===== config.mk =====
export PLATFORM = sky130hd
export DESIGN_NAME = comparator_4bit
export DESIGN_NICKNAME = d
export VERILOG_FILES = /design/src/rtl/comparator_4bit.sv
export SDC_FILE = /design/constraint.sdc
export NUM_CORES = 1
export LEC_CHECK = 0
export CAP_MARGIN = 15
export CORE_ASPECT_RATIO = 0.9
export CORE_UTILIZATION = 44
export DETAILED_ROUTE_END_ITERATION = 10
export PLACE_DENSITY = 0.77
export SLEW_MARGIN = 15
export SYNTH_ARGS = -nofsm -noshare
export SYNTH_HDL_FRONTEND = slang
export SYNTH_SLANG_ARGS = --single-unit

===== constraint.sdc =====
create_clock -name clk -period 0.82 [get_ports clk]
set_input_delay 0.205 -clock clk [delete_from_list [all_inputs] [get_ports clk]]
set_output_delay 0.205 -clock clk [all_outputs]
set_load 0.05 [all_outputs]

===== src/rtl/comparator_4bit.sv =====
// Registered magnitude comparator: one-hot equal/greater/lesser flags plus max/min
// operand select, one cycle after an in_valid sample, unsigned or two's-complement.
module comparator_4bit #(
  parameter int unsigned WIDTH = 4
) (
  input  logic             clk,
  input  logic             rst_n,
  input  logic             in_valid,
  input  logic             signed_mode,
  input  logic [WIDTH-1:0] a,
  input  logic [WIDTH-1:0] b,
  output logic             out_valid,
  output logic             equal,
  output logic             greater,
  output logic             lesser,
  output logic [WIDTH-1:0] max_out,
  output logic [WIDTH-1:0] min_out
);

  // Flipping the sign bit maps two's-complement order onto unsigned order.
  localparam logic [WIDTH-1:0] SIGN_MASK = WIDTH'(1) << (WIDTH - 1);

  logic             out_valid_q, out_valid_d;
  logic             equal_q,     equal_d;
  logic             greater_q,   greater_d;
  logic             lesser_q,    lesser_d;
  logic [WIDTH-1:0] max_q,       max_d;
  logic [WIDTH-1:0] min_q,       min_d;

  logic [WIDTH-1:0] key_a_c, key_b_c;
  logic             eq_c, gt_c;

  always_comb begin
    key_a_c = a ^ (signed_mode ? SIGN_MASK : '0);
    key_b_c = b ^ (signed_mode ? SIGN_MASK : '0);
    eq_c    = (a == b);
    gt_c    = (key_a_c > key_b_c);
  end

  // Result registers hold their last value whenever no sample is taken.
  always_comb begin
    out_valid_d = in_valid;
    equal_d     = equal_q;
    greater_d   = greater_q;
    lesser_d    = lesser_q;
    max_d       = max_q;
    min_d       = min_q;
    if (in_valid) begin
      equal_d   = eq_c;
      greater_d = gt_c;
      lesser_d  = !eq_c && !gt_c;
      max_d     = (gt_c || eq_c) ? a : b;
      min_d     = (gt_c || eq_c) ? b : a;
    end
  end

  always_ff @(posedge clk or negedge rst_n) begin
    if (!rst_n) begin
      out_valid_q <= 1'b0;
      equal_q     <= 1'b0;
      greater_q   <= 1'b0;
      lesser_q    <= 1'b0;
      max_q       <= '0;
      min_q       <= '0;
    end else begin
      out_valid_q <= out_valid_d;
      equal_q     <= equal_d;
      greater_q   <= greater_d;
      lesser_q    <= lesser_d;
      max_q       <= max_d;
      min_q       <= min_d;
    end
  end

  assign out_valid = out_valid_q;
  assign equal     = equal_q;
  assign greater   = greater_q;
  assign lesser    = lesser_q;
  assign max_out   = max_q;
  assign min_out   = min_q;

endmodule


==> results.tsv, run 1 <==
stage	metric	value	unit
run_status	status	stopped before the end	
run_status	Fail Step	clock tree synthesis (4_1_cts)	
run_status	error msg	[ERROR DPL-0038] Utilization greater than 100%, impossible to legalize	
place	port bufs	23	
floorplan	Initial Util	48.8	%
clock_network	root buf cell	clkbuf_4	
place	gpl congestion	0.822	
clock_network	Bufs on Longest Clock Path	2	
floorplan	FP Rows	13	
floorplan	die span in y	40.9	um
clock_network	Post-CTS Setup Bufs	12	
clock_network	Num CTS Buffers	3	
logic_synthesis	Syn Nets	89	
clock_network	CTS Hold Bufs	0	
logic_synthesis	yosys warns	0	
logic_synthesis	Syn Inst Count	74	
floorplan	Die X-Extent	45.2	um
logic_synthesis	Synth Area per Inst	9.98	um2
clock_network	# resized after CTS	67	
clock_network	H-tree levels	1	
clock_network	Sink Count	12	
logic_synthesis	post-synthesis register bit count	12	
logic_synthesis	synthesized cell area	738	um2
logic_synthesis	Cell variety after synth	23	
floorplan	io pins	24	
place	dpl hpwl	1820	um
logic_synthesis	register area share after synthesis	40.7	%
per-stage QoR:
stage | cell area [um2] | setup WS (ps) | instances | TNS (ps) | util, %
after floorplan | 846 | -522 | 74 | -3860 | -
after global placement | 1350 | -1080 | 132 | -10510 | 88.9
after detailed placement | 1350 | -1170 | 132 | -11190 | 88.9
cell usage after synthesis (all sizes together):
library cell	n	area share, %
dfrtp	12	41
ha	3	5.1
nor2b	2	1.7
nand2b	2	1.7
o211ai	2	3.4
and4	1	1.5
xnor2	1	1.2
a31oi	1	2.9
a311o	6	8.1
o2111ai	1	1.2
o31ai	1	1.0
clkbuf	2	1.0
o21ai	2	1.4
a21o	1	1.0
o221ai	6	7.1
buf	2	2.2
nand2	10	5.1
a21oi	3	2.0
nor2	1	0.51
mux2	3	5.1
inv	12	6.1
kinds of logic after synthesis:
| family | after synthesis | share of synthesized area [%] |
|---|---|---|
| flip-flops | 12 | 40.7 |
| XOR/XNOR | 1 | 1.19 |
| AO/OA/AOI/OAI | 23 | 28.1 |
| multiplexers | 3 | 5.08 |
| AND/OR/NAND/NOR | 16 | 10.5 |
| buffers and inverters | 16 | 9.32 |
| adder cells (fa/ha/maj) | 3 | 5.09 |
==> run 2: changes to the inputs <==
--- a/config.mk
+++ b/config.mk
@@ -6,10 +6,10 @@
 export NUM_CORES = 1
 export LEC_CHECK = 0
 export CAP_MARGIN = 15
-export CORE_ASPECT_RATIO = 0.9
-export CORE_UTILIZATION = 44
+export CORE_AREA = 2 2 63 65
 export DETAILED_ROUTE_END_ITERATION = 10
-export PLACE_DENSITY = 0.77
+export DIE_AREA = 0 0 65 67
+export PLACE_DENSITY_LB_ADDON = 0.15
 export SLEW_MARGIN = 15
 export SYNTH_ARGS = -nofsm -noshare
 export SYNTH_HDL_FRONTEND = slang
==> run 2 against run 1 <==
- the flow now finishes, with violations (setup timing)
- synthesized area did not move
- synthesized cell count did not move
==> results.tsv, run 2 <==
stage	metric	value	unit	change
run_status	status	complete, but fails checks		
run_status	violated checks	setup timing		
worst_setup_path	Req. time, crit path	950	ps	
global_route	first-pass GRT wire length	3550	um	
logic_synthesis	register area share after synthesis	40.7	%	unchanged
global_route	initial antenna violation count	0		
routing	DR vias/cell	4.34		
worst_setup_path	critical path type	in -> reg		
place	pre-CTS WS	-1140	ps	+25.3 ps
timing	worst hold slack	278	ps	
clock_network	Bufs on Longest Clock Path	2		unchanged
timing	final setup margin	-430	ps	
clock_network	Worst-Skew Late Latency	240	ps	
worst_setup_path	nature of the critical path endpoint	register		
power_and_ir_drop	pwr/cell area	1660	nW/um2	
cells_and_area	most frequent cells in the layout	buf_4, buf_6, buf_12		
worst_setup_path	worst setup path end	greater		
clock_network	root buf cell	clkbuf_8		
logic_synthesis	Cell variety after synth	23		unchanged
logic_synthesis	Synth area leader	dfrtp_1		
place	dpl hpwl	1530	um	-16%
logic_synthesis	top post-synthesis cells by count	dfrtp_1, inv_1, nand2_1		
worst_setup_path	reg-to-reg startpoint	max_out[3]		
logic_synthesis	Syn Nets	89		unchanged
cells_and_area	fin util	46.2	%	
timing	min Tclk post-route	1250	ps	
logic_synthesis	asr flop ratio synth	100	%	unchanged
cells_and_area	Fill cells	328		
routing	vias after detailed routing	781		
logic_synthesis	synth top area cells	dfrtp_1, a311o_1, o221ai_1, inv_1, ha_1		
cells_and_area	# nets final	148		
timing	unrepaired setup endpoints after global routing	true		
routing	Initial DRC Count	33		
logic_synthesis	yosys warns	0		unchanged
place	port bufs	23		unchanged
worst_setup_path	worst reg2reg endpoint	max_out[3]		
timing	slew margin rel.	79.6	%	
floorplan	Initial Util	20.5	%	-28 points
worst_hold_path	Min-Delay Path Class	in -> async		
worst_setup_path	CP startpoint kind	input port		
logic_synthesis	Main synth FF type	dfrtp_1		
logic_synthesis	EDFF count, synth	0		unchanged
routing	Post-route DRC	0		
clock_network	H-tree levels	1		unchanged
clock_network	Num CTS Buffers	3		unchanged
logic_synthesis	Syn Inst Count	74		unchanged
floorplan	FP Rows	22		+9
clock_network	CTS tree	built		
worst_setup_path	reg-to-reg slack, setup	-100	ps	
cells_and_area	most common cell after layout, fill and taps aside	buf_4		
routing	DRT antenna net count	0		
logic_synthesis	post-synth top area share	40.7	%	unchanged
worst_setup_path	CP startpoint	b[1]		
floorplan	die span in y	67	um	+64%
clock_network	CTS Hold Bufs	0		unchanged
routing	DR WL/cell	12.2	um	
power_and_ir_drop	Max VDD drop	0.000544	V	
clock_network	Sink Count	12		unchanged
cells_and_area	share of post-route cells with drive strength above 1	64.4	%	
global_route	GRT Overall Usage	10.7	%	
clock_network	CTS clock-pin slew for the worst setup and hold paths	60	ps	
place	gpl congestion	0.823		+0.11%
logic_synthesis	Synth Area per Inst	9.98	um2	unchanged
timing	Slew @ Worst Pin	306	ps	
power_and_ir_drop	Tot Pwr	2.77	mW	
floorplan	io pins	24		unchanged
global_route	Remaining Overflow, GRT	0		
timing	final number of hold-violating endpoints	0		
global_route	largest net degree at the start of global routing	14		
timing	final setup violation count	22		
logic_synthesis	synthesized cell area	738	um2	unchanged
global_route	vias in the first global route	809		
worst_setup_path	critical path arrival	1380	ps	
cells_and_area	antenna fix cells	0		
routing	TritonRoute pass-1 iters	4		
floorplan	core area	3610	um2	
timing	Final Cycle Share	152	%	
floorplan	die area	4360	um2	
worst_setup_path	R2R cell count	2		
worst_setup_path	Critical Path Fanout Max	7		
routing	Detailed Route WL	2200	um	
flow_run	Max-Cap Viols	0		
timing	Slew Viols, Final	0		
logic_synthesis	post-synthesis register bit count	12		unchanged
timing	Fin Clk Skew	0	ps	
floorplan	Die X-Extent	65	um	+44%
timing	fmax	0.800	GHz	
cells_and_area	Area growth syn-to-layout	126	%	
power_and_ir_drop	static leakage	0.746	nW	
[run 2: cell type report]
cell class | instances | area (um2) | share of cell area [%]
Tap cell | 48 | 60.1 | 3.61
Sequential cell | 12 | 302 | 18.1
Inverter | 12 | 55.1 | 3.31
Multi-Input combinational cell | 46 | 515 | 31.0
Timing Repair Buffer | 58 | 678 | 40.7
Clock buffer | 4 | 55.1 | 3.31
[run 2: timing repair]
action                                  CTS  global route
gates cloned                              0             1
endpoints found under the setup margin   23            23
pin swaps                                13            11
buffers inserted                          7             9
resized for setup                        49            23
[run 2: logic make-up after synthesis]
logic type      share of synthesized area, %
xor+xnor                                1.19
fa+ha+maj                               5.09
compound gates                          28.1
buf+inv                                 9.32
mux                                     5.08
flops                                   40.7
simple gates                            10.5
[run 2: critical path: stages]
cell and delay [ps]:
buf_8 100, inv_4 40, ha_4 180, nor2b_4 130
o211ai_4 250, a31oi_4 190, mux2_4 290
[run 2: worst min path at each step]
stage                       endpoint  slack (ps)  depth (start not counted)
after floorplan                equal         -90                          0
after global placement    min_out[3]         530                          2
after detailed placement  min_out[3]         530                          2
after CTS                 min_out[1]         280                          3
after global routing       out_valid         300                          2
final                      out_valid         280                          2
[run 2: per-stage QoR]
stage | std cells | setup TNS (ps) | cell area [um2]
floorplan | 74 | -3860 | 846
global placement | 159 | -10850 | 1370
detailed placement | 159 | -10920 | 1370
CTS | 170 | -6350 | 1500
global route | 180 | -6140 | 1670
finish | 180 | -5420 | 1670
[run 2: where the power goes]
group / total, mW / internal (mW) / switching, mW / leakage [nW]
clock: 0.659 / 0.425 / 0.234 / 0.0288
combinational: 1.34 / 0.728 / 0.616 / 0.571
sequential: 0.766 / 0.677 / 0.0883 / 0.146
total: 2.77 / 1.83 / 0.938 / 0.746
[run 2: metal layers]
layer  track usage (%)  part of all wire [%]  vias to the layer above
li1                  -                     -                      386
met1              11.8                    40                      374
met2              18.8                    53                       16
met3              2.03                   4.2                        5
met4              6.91                   2.4                        0
met5                 0                     0                        -
No activity file was read; power rests on OpenSTA's default activity.
==> run 3: changes to the inputs <==
--- a/config.mk
+++ b/config.mk
@@ -9,6 +9,7 @@
 export CORE_AREA = 2 2 63 65
 export DETAILED_ROUTE_END_ITERATION = 10
 export DIE_AREA = 0 0 65 67
+export HOLD_SLACK_MARGIN = 0.02
 export PLACE_DENSITY_LB_ADDON = 0.15
 export SLEW_MARGIN = 15
 export SYNTH_ARGS = -nofsm -noshare
==> results of run 3 <==
Same layout as run 2: the final DEF is identical, and so are final timing and power.
